--- src/rtl/mem_arb_pkg.sv ---
// Shared types and constants for the memory arbiter.
//   state_t          : sequencer states IDLE -> ACCESS -> RESP
//   REQ_CPU/REQ_DBG  : requester indices (owner / pointer encoding)
//   ADDR_W_DEF/DATA_W_DEF : default memory geometry (256 x 8)
package mem_arb_pkg;
    localparam int ADDR_W_DEF = 8;
    localparam int DATA_W_DEF = 8;

    localparam logic REQ_CPU = 1'b0;
    localparam logic REQ_DBG = 1'b1;

    typedef enum logic [1:0] {
        IDLE   = 2'd0,
        ACCESS = 2'd1,
        RESP   = 2'd2
    } state_t;
endpackage

--- src/rtl/mem_arbiter_rr_arb2.sv ---
// Combinational two-way round-robin pick.
//   valid[1:0] : pending requests
//   ptr        : requester preferred when both are valid
//   grant[1:0] : one-hot (or zero) winner
module rr_arb2
    import mem_arb_pkg::*;
(
    input  logic [1:0] valid,
    input  logic       ptr,
    output logic [1:0] grant
);
    assign grant[0] = valid[0] && (!valid[1] || ptr == REQ_CPU);
    assign grant[1] = valid[1] && (!valid[0] || ptr == REQ_DBG);
endmodule

--- src/rtl/mem_arbiter.sv ---
// Two-requester arbiter/sequencer in front of a 256x8 shared memory.
// One transaction in flight: accept (IDLE) -> memory access (ACCESS) ->
// one-cycle response pulse (RESP).
// Ports:
//   mem_clk, mem_rst (async, active-high)
//   req0_*/rsp0_* : CPU controller; req1_*/rsp1_* : loader/debug port
//   mem_addr, mem_in, mem_wr_en, mem_rd_en -> memory; mem_out <- memory
// Build option: MEM_ARB_WRPROT_EN rejects requester-1 writes to
// addresses 0..PROT_TOP (access slot is still consumed, rsp1_err = 1).
module mem_arbiter
    import mem_arb_pkg::*;
#(
    parameter int ADDR_W = ADDR_W_DEF,
    parameter int DATA_W = DATA_W_DEF,
    parameter logic [ADDR_W-1:0] PROT_TOP = 8'h0F
) (
    input  logic              mem_clk,
    input  logic              mem_rst,
    input  logic              req0_valid,
    input  logic              req0_we,
    input  logic [ADDR_W-1:0] req0_addr,
    input  logic [DATA_W-1:0] req0_wdata,
    output logic              req0_ready,
    output logic              rsp0_valid,
    output logic [DATA_W-1:0] rsp0_rdata,
    output logic              rsp0_err,
    input  logic              req1_valid,
    input  logic              req1_we,
    input  logic [ADDR_W-1:0] req1_addr,
    input  logic [DATA_W-1:0] req1_wdata,
    output logic              req1_ready,
    output logic              rsp1_valid,
    output logic [DATA_W-1:0] rsp1_rdata,
    output logic              rsp1_err,
    output logic [ADDR_W-1:0] mem_addr,
    output logic [DATA_W-1:0] mem_in,
    output logic              mem_wr_en,
    output logic              mem_rd_en,
    input  logic [DATA_W-1:0] mem_out
);
    state_t            state, state_nxt;
    logic              ptr;
    logic              owner;
    logic              we_q;
    logic              blk_q;     // write suppressed by protection
    logic [DATA_W-1:0] rdata_q;
    logic [1:0]        grant;
    logic              acc0, acc1, accept;
    logic              blk_nxt;

    rr_arb2 u_arb (
        .valid ({req1_valid, req0_valid}),
        .ptr   (ptr),
        .grant (grant)
    );

    // Ready is forced low during reset so every output reads 0 there.
    assign req0_ready = (state == IDLE) && grant[0] && !mem_rst;
    assign req1_ready = (state == IDLE) && grant[1] && !mem_rst;
    assign acc0       = req0_valid && req0_ready;
    assign acc1       = req1_valid && req1_ready;
    assign accept     = acc0 || acc1;

`ifdef MEM_ARB_WRPROT_EN
    assign blk_nxt  = acc1 && req1_we && (req1_addr <= PROT_TOP);
    assign rsp0_err = 1'b0;
    assign rsp1_err = rsp1_valid && blk_q;
`else
    logic prot_unused;
    assign prot_unused = &{1'b0, PROT_TOP};
    assign blk_nxt  = 1'b0;
    assign rsp0_err = 1'b0;
    assign rsp1_err = 1'b0;
`endif

    // Enables are decoded from state so an async reset drops them at once.
    assign mem_wr_en = (state == ACCESS) && we_q && !blk_q;
    assign mem_rd_en = (state == ACCESS) && !we_q;

    assign rsp0_valid = (state == RESP) && (owner == REQ_CPU);
    assign rsp1_valid = (state == RESP) && (owner == REQ_DBG);
    assign rsp0_rdata = rsp0_valid ? rdata_q : '0;
    assign rsp1_rdata = rsp1_valid ? rdata_q : '0;

    always_ff @(posedge mem_clk or posedge mem_rst) begin
        if (mem_rst) state <= IDLE;
        else         state <= state_nxt;
    end

    always_comb begin
        state_nxt = state;
        case (state)
            IDLE:    if (accept) state_nxt = ACCESS;
            ACCESS:  state_nxt = RESP;
            RESP:    state_nxt = IDLE;
            default: state_nxt = IDLE;
        endcase
    end

    always_ff @(posedge mem_clk or posedge mem_rst) begin
        if (mem_rst) begin
            ptr      <= REQ_CPU;
            owner    <= REQ_CPU;
            we_q     <= 1'b0;
            blk_q    <= 1'b0;
            mem_addr <= '0;
            mem_in   <= '0;
            rdata_q  <= '0;
        end else begin
            if (accept) begin
                // Winner loses priority to the other side next time.
                ptr      <= acc0 ? REQ_DBG : REQ_CPU;
                owner    <= acc1;
                we_q     <= acc1 ? req1_we    : req0_we;
                mem_addr <= acc1 ? req1_addr  : req0_addr;
                mem_in   <= acc1 ? req1_wdata : req0_wdata;
                blk_q    <= blk_nxt;
            end
            if (state == ACCESS)
                rdata_q <= we_q ? '0 : mem_out;
        end
    end
endmodule
--- config.mk ---
export PLATFORM = sky130hd
export DESIGN_NAME = mem_arbiter
export DESIGN_NICKNAME = d
export VERILOG_FILES = /design/src/rtl/mem_arb_pkg.sv /design/src/rtl/mem_arbiter_rr_arb2.sv /design/src/rtl/mem_arbiter.sv
export SDC_FILE = /design/constraint.sdc
export NUM_CORES = 1
export LEC_CHECK = 0
export BUFFER_PORTS_ARGS = -buffer_cell sky130_fd_sc_hd__buf_2
export CAP_MARGIN = 20
export CELL_PAD_IN_SITES_DETAIL_PLACEMENT = 1
export CELL_PAD_IN_SITES_GLOBAL_PLACEMENT = 1
export CORE_UTILIZATION = 30
export CTS_CLUSTER_DIAMETER = 40
export DETAILED_ROUTE_END_ITERATION = 16
export MAX_ROUTING_LAYER = met4
export PLACE_DENSITY_LB_ADDON = 0.3
export SYNTH_ARGS = -nofsm -noshare
export SYNTH_HDL_FRONTEND = slang
export SYNTH_SLANG_ARGS = --single-unit
--- constraint.sdc ---
create_clock -name mem_clk -period 4.1 [get_ports mem_clk]
set_input_delay 1.23 -clock mem_clk [delete_from_list [all_inputs] [get_ports mem_clk]]
set_output_delay 1.23 -clock mem_clk [all_outputs]
set_load 0.005 [all_outputs]
# Word level (Yosys, flattened, before mapping)
# Cells that the tools add are included.
totals:
  regBits: 29
  inputBits: 46
op_classes:
  n_eq_ne: 3
  n_mux: 9
  n_bitwise: 2
  n_reduce_logical: 20
ops:
  columns: ["operator", "n"]
  rows:
  - ["$mux 8", 5]
  - ["$logic_and 1x1->1", 12]
  - ["$logic_not 1->1", 4]
  - ["$pmux 2 s2", 1]
  - ["$logic_or 1x1->1", 3]
  - ["$eq 2x1->1 const B", 1]
  - ["$eq 2x2->1 const B", 1]
  - ["$logic_not 2->1", 1]
  - ["$mux 1", 2]
  - ["$mux 2", 1]
  - ["$ne 2x2->1 const B", 1]
  - ["$not 1->1", 2]

# Depth between registers and ports, before layout
logic_depth:
  ltp_word: 9
  mapped_depth: 7
  ltp_nobuf: 3

# Modules after synthesis
# Synthesis repeated with hierarchy kept, for this count alone.
unflattened:
  hier_cells: 156
  area_unflattened_um2: 1619.1
modules_own_cells:
  columns: ["mod", "instances", "cells_per_inst", "area_per_inst_um2"]
  rows:
  - ["mem_arbiter", 1, 153, 1600.3]
  - ["rr_arb2", 1, 3, 18.8]

# Worst setup path after synthesis
# No wires, ideal clock.
synth_timing:
  path_kind: "input to output"
  start: "input port req0_valid"
  end: "output port req1_ready"
  arrival_time_ps: 1937
  slack_ps: 933
  path_stages: 5
  path_cell_list: "nand2b_1 buf_2 buf_1 nand3_1 inv_1"
synth_between:
  elab_chain_len: 5
synth_rtl:
  columns: ["element", "line_no", "rtl"]
  rows:
  - ["start, declared", "mem_arbiter.sv:19", "input logic req0_valid,"]
  - ["$logic_not 1->1", "mem_arbiter_rr_arb2.sv:13", "assign grant[1] = valid[1] && (!valid[0] || ptr == REQ_DBG);"]
  - ["$logic_or 1x1->1", "mem_arbiter_rr_arb2.sv:13", null]
  - ["$logic_and 1x1->1", "mem_arbiter_rr_arb2.sv:13", null]
  - ["$logic_and 1x1->1 (2 in a row)", "mem_arbiter.sv:59", "assign req1_ready = (state == IDLE) && grant[1] && !mem_rst;"]
  - ["end, declared", "mem_arbiter.sv:31", "output logic req1_ready,"]
# Every way passes these cells.

# Worst setup path in the final report
layout_timing:
  start: "input port mem_rst"
  end: "output port req0_ready"
layout_between:
  elab_chain_len: 2
layout_rtl:
  columns: ["element", "line_no", "rtl"]
  rows:
  - ["start, declared", "mem_arbiter.sv:18", "input logic mem_rst,"]
  - ["$logic_not 1->1 (no line)", null, null]
  - ["$logic_and 1x1->1", "mem_arbiter.sv:58", "assign req0_ready = (state == IDLE) && grant[0] && !mem_rst;"]
  - ["end, declared", "mem_arbiter.sv:23", "output logic req0_ready,"]
# Every way passes these cells.

==> impl_metrics.tcl <==
set metrics [dict create \
    status "finished, final reports clean" \
    cts_buffers 5 \
    final_layout_size_suffix_gt1_share_pct 36.8 \
    power_uw 943 \
    worstPathRequired_ps 2870 \
    root_buffer "clkbuf_8" \
    place.gp.congestion 0.667 \
    cts_resized 0 \
    worst_hold_path.endpoint "mem_addr[6]" \
    post-route-min-period_ps 3090 \
    rows 26 \
    cts_tree "built" \
    max-cap-violations 0 \
    die_area_sq_um 5890 \
    rsz0062_at_grt "false" \
    synth_cell_types 28 \
    path_cells "buf_2 -> nor3_4 -> and3_1 -> buf_2" \
    cts_setup_buffers 0 \
    use_met1_pct 22.1 \
    fin_cells 342 \
    syn_area_sq_um 1680 \
    relSlewSlack_pct 47.8 \
    dp.cells 334 \
    avgSynthCellArea_sq_um 8.64 \
    ant_nets 0 \
    slew_viol_final 0 \
    area_growth_pct 31.5 \
    start_kind "primary input" \
    finClkSkew_ps 4.57 \
    io_buffers 83 \
    drt_iter0_markers 71 \
    synth_seq_cells 29 \
    hp-class "flop to flop" \
    pin_count 86 \
    use_met2_pct 27.3 \
    cts_max_level 2 \
    crit_arrival_ps 1860 \
    wirelength_microns 4740 \
    first_pass_iters 4 \
    busiest_layer "met2" \
    dpl.hpwl_microns 3400 \
    cp.buffers_inverters 2 \
    path_common_cell "buf_2" \
    routedWlPerCell_microns 13.9 \
    grt_pass1_wl_microns 7910 \
    path_clk_slew_ps 60 \
    worstSetupEndpointType "primary output" \
    reg2reg_from "state[1]" \
    timing.final.crit_share_pct 75.5 \
    drc 0 \
    final_cell_mix "buf_2 (83), nand2_1 (34), dfrtp_1 (29)" \
    peakVddDrop_uv 163 \
    regToRegSetupSlack_ps 2450 \
    grt_max_degree 36 \
    yosysWarnings 0 \
    min_delay_path_depth 1 \
    fmax_ghz 0.323 \
    routed_via_density 4.87 \
    crit_slowest_cell "and3_1" \
    cp_top_family "simple AND/OR/NAND/NOR gates" \
    grt_pass1_vias 1654 \
    grt.overflow.total 0 \
    power_density_nw_per_um2 428 \
    cts_hold_buffers 0 \
    r2r_end "mem_addr[0]" \
    hold_viol_final 0 \
    worstPathMaxFanout 3 \
    synthCells 194 \
    cts_sinks 29 \
    reg2reg_depth 4 \
    grt.total_usage_pct 17.2 \
    coreArea_sq_um 5240 \
    setup-violations-final 0 \
    leakage_nw 1.13 \
    num_antenna_cells 0 \
    tns_ps 0 \
    cpPeakStageDelay_ps 230 \
    tightestPinTransition_ps 782 \
    cts_buffer_depth 2 \
    ys_seq_area_share_pct 43.3 \
    grt_use_met3_pct 4.40 \
    grt_antenna_before_repair 0 \
    start_util_pct 32.0 \
    layout_commonest_cell "buf_2" \
    critPathKind "primary input to primary output" \
    min_from "mem_addr[6]" \
    die_w_microns 76.8 \
    clk_latency_ps 280 \
    dieHeight_microns 76.8 \
    layout.nets 317 \
    nFillCells 668 \
    vias 1664 \
]
[how the worst max path moves through the flow]
stage	startpoint	endpoint	slack [ps]	cells after the start
floorplan	req0_valid	req1_ready	930	5
global placement	mem_rst	req0_ready	1060	4
detailed placement	mem_rst	req0_ready	990	4
CTS	mem_rst	req0_ready	990	4
global route	mem_rst	req0_ready	950	4
finish	mem_rst	req0_ready	1010	4
[cells in the mapped netlist]
cell	instances	share of area, %
a21o_1	1	0.45
a31oi_1	17	6.3
and2_1	16	6.0
and2_4	1	0.52
and3_1	1	0.37
buf_1	1	0.22
buf_2	3	0.90
buf_4	2	0.90
buf_6	3	2.0
buf_8	1	0.90
clkbuf_1	8	1.8
clkbuf_2	1	0.30
clkinv_1	1	0.22
conb_1	1	0.22
dfrtp_1	29	43
inv_1	19	4.3
inv_2	2	0.45
nand2_1	34	7.6
nand2b_1	2	0.75
nand3_1	1	0.30
nor2_1	2	0.45
nor2b_1	1	0.37
nor3_4	1	0.97
nor3b_1	2	0.90
o211ai_1	17	7.6
o21ai_1	9	2.7
o22a_1	17	8.9
or2_1	1	0.37
[flip-flops by register name, summed over array words and instances (netlist names)]
register	cells
mem_addr	8
owner	1
ptr	1
state	2
we_q	1
rdata_q	8
mem_in	8
[routing by layer]
| layer | vias up | part of all wire (%) |
|---|---|---|
| met5 | - | 0 |
| met4 | 0 | 0.25 |
| met3 | 2 | 5.8 |
| met2 | 61 | 47 |
| met1 | 784 | 47 |
| li1 | 817 | - |
[through the flow]
stage / hold WS, ps / area, sq um / utilization (%) / setup slack [ps]
after floorplan: 461 / 1680 / - / 933
after global placement: 474 / 2100 / 40.2 / 1060
after detailed placement: 493 / 2100 / 40.2 / 994
after CTS: 508 / 2200 / 42.1 / 991
after global routing: 518 / 2200 / 42.1 / 954
final: 504 / 2200 / 42.1 / 1010
[where the power goes]
| part | internal [mW] | switching, mW |
|---|---|---|
| combinational | 0.131 | 0.146 |
| sequential | 0.359 | 0.0462 |
| clock | 0.152 | 0.110 |
[area by class of cell]
class                           count  area (sq um)  area share (%)
Tap cell                           70          87.6            3.97
Clock buffer                        7          96.3            4.37
Sequential cell                    29           726            32.9
Inverter                           22          82.6            3.75
Multi-Input combinational cell    125           754            34.2
Clock inverter                      1          5.00           0.227
Timing Repair Buffer               88           453            20.5
[kinds of logic after synthesis]
group | synth area share (%)
compound gates | 26.0
buf+inv | 11.9
flops | 43.3
other cells | 0.224
simple gates | 18.6
No activity file was read; power rests on OpenSTA's default activity.
